--- config.mk ---
export PLATFORM = sky130hd
export DESIGN_NAME = demux2to1bus_reg_flat
export DESIGN_NICKNAME = d
export VERILOG_FILES = /design/src/rtl/demux2to1bus_reg_if.sv /design/src/rtl/demux2to1bus_reg.sv /design/src/flat_wrapper.sv
export SDC_FILE = /design/constraint.sdc
export NUM_CORES = 1
export LEC_CHECK = 0
export BUFFER_PORTS_ARGS = -buffer_cell sky130_fd_sc_hd__buf_2
export CAP_MARGIN = 20
export CORE_ASPECT_RATIO = 0.6
export CORE_MARGIN = 8
export CORE_UTILIZATION = 47
export DETAILED_ROUTE_END_ITERATION = 8
export PLACE_DENSITY = 0.77
export SYNTH_ARGS = -nofsm -noshare
export SYNTH_HDL_FRONTEND = slang
export SYNTH_SLANG_ARGS = --single-unit
--- constraint.sdc ---
create_clock -name clk -period 1.58 [get_ports clk]
set_input_delay 0.237 -clock clk [delete_from_list [all_inputs] [get_ports clk]]
set_output_delay 0.237 -clock clk [all_outputs]
set_load 0.02 [all_outputs]
--- src/rtl/demux2to1bus_reg_if.sv ---
// Bus bundle for demux2to1bus_reg: one input stream, two output channels and
// the per-channel delivery counters. dbg_state carries the channel states as {b, a}.
interface demux2to1bus_reg_if #(
   parameter int DATA_W = 32,
   parameter int CNT_W  = 16
);
   // Every stream uses the same valid/ready rule. A word moves on a rising edge
   // when valid && ready. The sender holds valid and data stable until that edge.
   // in_ready may depend on in_sel and on the target channel, never on in_valid.
   logic              in_valid;
   logic              in_ready;
   logic              in_sel;
   logic [DATA_W-1:0] in_data;
   logic              a_valid;
   logic              a_ready;
   logic [DATA_W-1:0] a_data;
   logic              b_valid;
   logic              b_ready;
   logic [DATA_W-1:0] b_data;
   logic [CNT_W-1:0]  a_count;
   logic [CNT_W-1:0]  b_count;
   logic [1:0]        dbg_state;

   modport master (
      output in_valid, in_sel, in_data, a_ready, b_ready,
      input  in_ready, a_valid, a_data, b_valid, b_data, a_count, b_count, dbg_state
   );

   modport slave (
      input  in_valid, in_sel, in_data, a_ready, b_ready,
      output in_ready, a_valid, a_data, b_valid, b_data, a_count, b_count, dbg_state
   );
endinterface

--- src/rtl/demux2to1bus_reg.sv ---
// Registered 1-to-2 bus demultiplexer with one holding register per channel.
// Optional macro DEMUX2TO1BUS_CNT_EN enables the per-channel delivery counters.
module demux2to1bus_reg #(
   parameter int DATA_W = 32,
   parameter int CNT_W  = 16
) (
   input logic               clk,
   input logic               reset,
   demux2to1bus_reg_if.slave bus
);
   typedef enum logic {EMPTY = 1'b0, FULL = 1'b1} chan_state_e;

   chan_state_e       a_state_q, a_state_d;
   chan_state_e       b_state_q, b_state_d;
   logic [DATA_W-1:0] a_data_q, a_data_d;
   logic [DATA_W-1:0] b_data_q, b_data_d;
   logic              in_ready;
   logic              a_drain, b_drain;
   logic              a_load, b_load;

   // A channel can take a word if it is empty or is being drained on this edge.
   always_comb begin
      a_drain  = (a_state_q == FULL) && bus.a_ready;
      b_drain  = (b_state_q == FULL) && bus.b_ready;
      in_ready = bus.in_sel ? ((b_state_q == EMPTY) || bus.b_ready)
                            : ((a_state_q == EMPTY) || bus.a_ready);
      a_load   = bus.in_valid && in_ready && !bus.in_sel;
      b_load   = bus.in_valid && in_ready &&  bus.in_sel;
   end

   always_comb begin
      a_state_d = a_state_q;
      b_state_d = b_state_q;
      a_data_d  = a_data_q;
      b_data_d  = b_data_q;
      if (a_load) begin
         a_state_d = FULL;
         a_data_d  = bus.in_data;
      end else if (a_drain) begin
         a_state_d = EMPTY;
      end
      if (b_load) begin
         b_state_d = FULL;
         b_data_d  = bus.in_data;
      end else if (b_drain) begin
         b_state_d = EMPTY;
      end
   end

   always_ff @(posedge clk) begin
      if (reset) begin
         a_state_q <= EMPTY;
         b_state_q <= EMPTY;
         a_data_q  <= '0;
         b_data_q  <= '0;
      end else begin
         a_state_q <= a_state_d;
         b_state_q <= b_state_d;
         a_data_q  <= a_data_d;
         b_data_q  <= b_data_d;
      end
   end

   assign bus.in_ready  = in_ready;
   assign bus.a_valid   = (a_state_q == FULL);
   assign bus.b_valid   = (b_state_q == FULL);
   assign bus.a_data    = a_data_q;
   assign bus.b_data    = b_data_q;
   assign bus.dbg_state = {b_state_q, a_state_q};

`ifdef DEMUX2TO1BUS_CNT_EN
   logic [CNT_W-1:0] a_count_q, a_count_d;
   logic [CNT_W-1:0] b_count_q, b_count_d;

   // The counters wrap naturally at the width of the register.
   always_comb begin
      a_count_d = a_count_q;
      b_count_d = b_count_q;
      if (a_drain) a_count_d = a_count_q + 1'b1;
      if (b_drain) b_count_d = b_count_q + 1'b1;
   end

   always_ff @(posedge clk) begin
      if (reset) begin
         a_count_q <= '0;
         b_count_q <= '0;
      end else begin
         a_count_q <= a_count_d;
         b_count_q <= b_count_d;
      end
   end

   assign bus.a_count = a_count_q;
   assign bus.b_count = b_count_q;
`else
   assign bus.a_count = {CNT_W{1'b0}};
   assign bus.b_count = {CNT_W{1'b0}};
`endif
endmodule

--- src/flat_wrapper.sv ---
// flat-port wrapper written by rule: the top's interface ports become plain ports
module demux2to1bus_reg_flat 
#(
   parameter int DATA_W = 32,
   parameter int CNT_W  = 16
)
  (clk, reset, bus_in_valid, bus_in_sel, bus_in_data, bus_a_ready, bus_b_ready, bus_in_ready, bus_a_valid, bus_a_data, bus_b_valid, bus_b_data, bus_a_count, bus_b_count, bus_dbg_state);
  demux2to1bus_reg_if #(.DATA_W(DATA_W), .CNT_W(CNT_W)) bus_i ();
  input logic clk;
  input logic reset;
  input wire logic [$bits(bus_i.in_valid)-1:0] bus_in_valid;
  input wire logic [$bits(bus_i.in_sel)-1:0] bus_in_sel;
  input wire logic [$bits(bus_i.in_data)-1:0] bus_in_data;
  input wire logic [$bits(bus_i.a_ready)-1:0] bus_a_ready;
  input wire logic [$bits(bus_i.b_ready)-1:0] bus_b_ready;
  output wire logic [$bits(bus_i.in_ready)-1:0] bus_in_ready;
  output wire logic [$bits(bus_i.a_valid)-1:0] bus_a_valid;
  output wire logic [$bits(bus_i.a_data)-1:0] bus_a_data;
  output wire logic [$bits(bus_i.b_valid)-1:0] bus_b_valid;
  output wire logic [$bits(bus_i.b_data)-1:0] bus_b_data;
  output wire logic [$bits(bus_i.a_count)-1:0] bus_a_count;
  output wire logic [$bits(bus_i.b_count)-1:0] bus_b_count;
  output wire logic [$bits(bus_i.dbg_state)-1:0] bus_dbg_state;
  assign bus_i.in_valid = bus_in_valid;
  assign bus_i.in_sel = bus_in_sel;
  assign bus_i.in_data = bus_in_data;
  assign bus_i.a_ready = bus_a_ready;
  assign bus_i.b_ready = bus_b_ready;
  assign bus_in_ready = bus_i.in_ready;
  assign bus_a_valid = bus_i.a_valid;
  assign bus_a_data = bus_i.a_data;
  assign bus_b_valid = bus_i.b_valid;
  assign bus_b_data = bus_i.b_data;
  assign bus_a_count = bus_i.a_count;
  assign bus_b_count = bus_i.b_count;
  assign bus_dbg_state = bus_i.dbg_state;
  demux2to1bus_reg #(.DATA_W(DATA_W), .CNT_W(CNT_W)) u_core (.clk(clk), .reset(reset), .bus(bus_i));
endmodule
After elaboration in Yosys (flattened, before gate mapping)
Index checks and enable logic that the tools add are counted.
{"block": "totals", "reg_bits": 66, "in_bits": 38, "out_inout_bits": 101, "elab_cells": 21}
{"block": "op_classes", "n_mux": 5, "bitwise": 2, "n_reduce_logical": 10}
{"cell": "1-bit logical AND", "count": 5}
{"cell": "1-bit two-way mux", "count": 5}
{"cell": "2-bit nonzero test", "count": 2}
{"cell": "1-bit logical OR", "count": 2}
{"cell": "1-bit NOT", "count": 2}
{"cell": "1-bit logical NOT", "count": 1}

Logic depth before layout (Yosys ltp)
{"block": "logic_depth", "word_depth": 6, "ltp_mapped": 5, "mapped_depth_nobuf": 3}

Worst setup path before layout
OpenSTA, ideal clock, no wires.
{"block": "synth_timing", "path_kind": "register to register", "from": "reg u_core.b_state_q (netlist: u_core.bus.b_valid)", "to": "reg u_core.b_data_q[10] (netlist: u_core.bus.b_data[10])", "setup_ns": 0.119, "t_arrival_ns": 1.129, "t_required_ns": 1.461, "slack_ns": 0.333, "stages_incl_launch_ff": 6, "n_path_buf": 2, "period_less_slack_ns": 1.247, "cell_sequence": "dfxtp_1 > nand2b_4 > and3_4 > buf_6 > buf_12 > mux2i_1"}
{"block": "synth_via", "elab_chain_cells": 5}
{"element": "start: declaration", "line": "demux2to1bus_reg.sv:14", "source": "chan_state_e b_state_q, b_state_d;"}
{"element": "start signal: assignment", "line": "demux2to1bus_reg.sv:58", "source": "b_state_q <= b_state_d;"}
{"element": "1-bit NOT", "line": "demux2to1bus_reg.sv:25", "source": "in_ready = bus.in_sel ? ((b_state_q == EMPTY) || bus.b_ready)"}
{"element": "1-bit logical OR", "line": "demux2to1bus_reg.sv:25"}
{"element": "1-bit two-way mux", "line": "demux2to1bus_reg.sv:25"}
{"element": "1-bit logical AND (2 in a row)", "line": "demux2to1bus_reg.sv:28", "source": "b_load = bus.in_valid && in_ready && bus.in_sel;"}
{"element": "end signal: assignment", "line": "demux2to1bus_reg.sv:60", "source": "b_data_q <= b_data_d;"}
{"element": "end: declaration", "line": "demux2to1bus_reg.sv:16", "source": "logic [DATA_W-1:0] b_data_q, b_data_d;"}
Every way passes these cells.
A chain may end at the register's enable or synchronous reset.

Final worst setup path
{"block": "layout_timing", "from": "reg u_core.b_state_q (netlist: u_core.bus.b_valid)", "to": "out bus_in_ready"}
{"block": "layout_via", "elab_chain_cells": 3}
{"element": "1-bit NOT", "line": "demux2to1bus_reg.sv:25"}
{"element": "1-bit logical OR", "line": "demux2to1bus_reg.sv:25"}
{"element": "1-bit two-way mux", "line": "demux2to1bus_reg.sv:25"}
{"element": "end: declaration", "line": "flat_wrapper.sv:16", "source": "output wire logic [$bits(bus_i.in_ready)-1:0] bus_in_ready;"}
Every way passes these cells.

==> metrics <==
outcome completed; Die Ht 78.2 µm; Mapped Area 3030 µm²; f_max approximately 700 MHz; Root Driver clkbuf_8; Max Cap Viol 0; Die W between 100 and 150 µm; hpwl dp ~5.2 mm; Worst setup EP type output port; total length of routed wires 6.88 mm; Layout Skew about 8.9 ps; CTS tree done; antenna fix cells 0; post-route ant nets 0; critical path peak fanout 4; r2r setup slk 290 ps; Non-Filler Instances 476; Worst-Margin Slew 572 ps; FP Rows 22; R2R Path End u_core.bus.b_data[31]; Simple-Gate Fraction of Synth Area 0.220; Setup Fix Bufs, Post-CTS 0; FF-to-FF Start u_core.bus.b_valid; Setup Viol. Count Final 0; I/O Buffers ~110; # H-tree levels 3; core area 6170 µm²; Worst Hold Launch bus_in_data[12]; Switching Fraction 0.271; minimum clock period 1460 ps; Sw Pwr 1.04 mW; Hold-fix buffers, CTS 0; Min-Delay Endpoint u_core.bus.a_data[12]; Setup TNS Final 0 ps; first-pass GRT wire length ~11 mm; fraction of layout instances using a drive strength above 1 0.332; Yosys top cell area share 0.437; vias per cell ~4.4; largest family of logic cells by synthesized area simple AND/OR/NAND/NOR gates; Gate Count Post-Synth between 200 and 300; adder-cell share of the synthesized area 0; P_leak 1.84 nW; DRC Markers 0; Slew Limit Fails 0; vias in the first global route 2191; commonest non-fill, non-tap cell in the layout buf_2; Worst Hold Class primary input to flip-flop; compound-gate portion of the synthesized area 0.00331; Avg WL per Cell 14.5 µm; PD cells between 1000 and 1500 nW/µm²; xor/xnor share of the synthesized area 0; multiplexer share of the synthesized area 0.215; IO Count 139; DR iter-0 viols 111; placed cell count 460; CP arrival ~1200 ps; Fillers 551; Max Root-Sink Buffers 2; Initial DRT Pass Iterations 4; critical path class flip-flop to output port; register area share after synthesis 0.437; clk_lat worst skew ~330 ps; Synth area leader dfxtp_1; Internal 2.79 mW; CTS Buf Count 9; leading cell types in the layout, fill and taps excluded 106 x buf_2, 96 x nand2b_1, 66 x dfxtp_1, 64 x mux2i_1, 32 x conb_1; Die ar. 9350 µm²; Clk pin slew, worst setup/hold paths 70 ps; cells along the critical path nand2b_4 > mux2_2 > buf_2; pin count of the biggest net entering global routing 53; Yosys reg bits 66; final hold slack 185 ps; routability cong. 0.709; post-CTS sizing 0; Register-to-Register Path Depth 3; Tcrit/Tclk final 0.926; Slew Limit Headroom 0.619; CP Launch Point u_core.bus.b_valid; initial antenna violation count 0; top area cells in the synthesized netlist dfxtp_1 44%, mux2i_1 21%, nand2b_1 20%; RSZ-0062 raised after global routing no; CP max-delay cell dfxtp_1; initial core utilization 0.491; sequential power share 0.471; Final #Nets between 400 and 500; Core Util, Final 0.589; CP Launch Type flip-flop; required time of the critical path 1340 ps; Comb pwr share 0.155; final hold violation count 0; mean area per synthesized cell roughly 11 µm²; Max VDD drop 439 µV; Via Count 2100; CTS Sinks 66; synthesis warning total 0; number of distinct library cells after synthesis 16; hold path depth 3; gr ovfl total 0; area grow syn2layout 20.0%; Slowest Stage Delay on Critical Path between 300 and 400 ps; clock power share 0.375; GR Util All Layers 0.148
==> worst max-delay path: cells and delay by family, from the launching register on <==
family                 cells  cell delay, ps
buffers and inverters      1             170
muxes                      1             260
DFF                        1             380
and+or+nand+nor            1              90
==> registers in the layout, indices dropped and copies added (netlist names) <==
| register | cells |
|---|---|
| u_core.bus.b_valid | 1 |
| u_core.bus.b_data | 32 |
| u_core.bus.a_valid | 1 |
| u_core.bus.a_data | 32 |
==> Yosys cell counts <==
| cell type | n |
|---|---|
| nand2b_1 | 96 |
| dfxtp_1 | 66 |
| mux2i_1 | 64 |
| buf_4 | 36 |
| clkbuf_1 | 9 |
| buf_6 | 4 |
| a21oi_1 | 2 |
| nand2b_4 | 2 |
| and3_4 | 1 |
| and3b_1 | 1 |
| buf_12 | 1 |
| buf_2 | 1 |
| conb_1 | 1 |
| mux2_2 | 1 |
| nand3_2 | 1 |
| nand3b_1 | 1 |
==> routing by layer <==
metal	global-route usage	part of all wire	vias up
met3	0.0750	0.10	8
met5	0	0	-
met4	0.0558	0.010	0
met2	0.218	0.43	75
li1	-	-	1064
met1	0.181	0.46	953
==> power by group through the flow <==
| stage | Clock, mW | Combinational (mW) | Sequential (mW) |
|---|---|---|---|
| 3_5_place_dp | 0 | 0.593 | 1.84 |
| 4_1_cts | 1.48 | 0.595 | 1.80 |
| 2_1_floorplan | 0 | 0.377 | 1.94 |
| 5_1_grt | 1.56 | 0.639 | 1.81 |
| 6_report | 1.43 | 0.592 | 1.80 |
| 3_3_place_gp | 0 | 0.583 | 1.84 |
==> cells by family after synthesis <==
family | count (synthesis)
and+or+nand+nor | 102
DFF | 66
muxes | 65
buffers and inverters | 51
AOI/OAI and AO/OA | 2
other | 1
==> worst max path at each step <==
stage | end | slack, ps
after floorplan | u_core.bus.b_data[10] | 330
after global routing | bus_in_ready | 50
after detailed placement | u_core.bus.a_data[19] | 8
after global placement | u_core.bus.a_data[26] | 80
final | bus_in_ready | 120
after CTS | u_core.bus.a_data[19] | 30
==> area by class of cell <==
class	count	area, µm²	area share
multi-input combinational	201	1450	0.399
sequential	66	1320	0.364
timing repair buffer	109	553	0.152
clock buffer	12	155	0.0427
tap	84	105	0.0289
clock inverter	4	50.0	0.0138
==> per-stage QoR <==
| step | setup WS, ps | power, mW | cell area [µm²] |
|---|---|---|---|
| after floorplan | 333 | 2.32 | 3140 |
| after global placement | 83.5 | 2.42 | 3430 |
| after detailed placement | 7.95 | 2.43 | 3430 |
| after CTS | 34.1 | 3.87 | 3630 |
| after global routing | 48.5 | 4.01 | 3630 |
| final | 116 | 3.83 | 3630 |
Note: power is estimated with default switching activity, not from simulation.
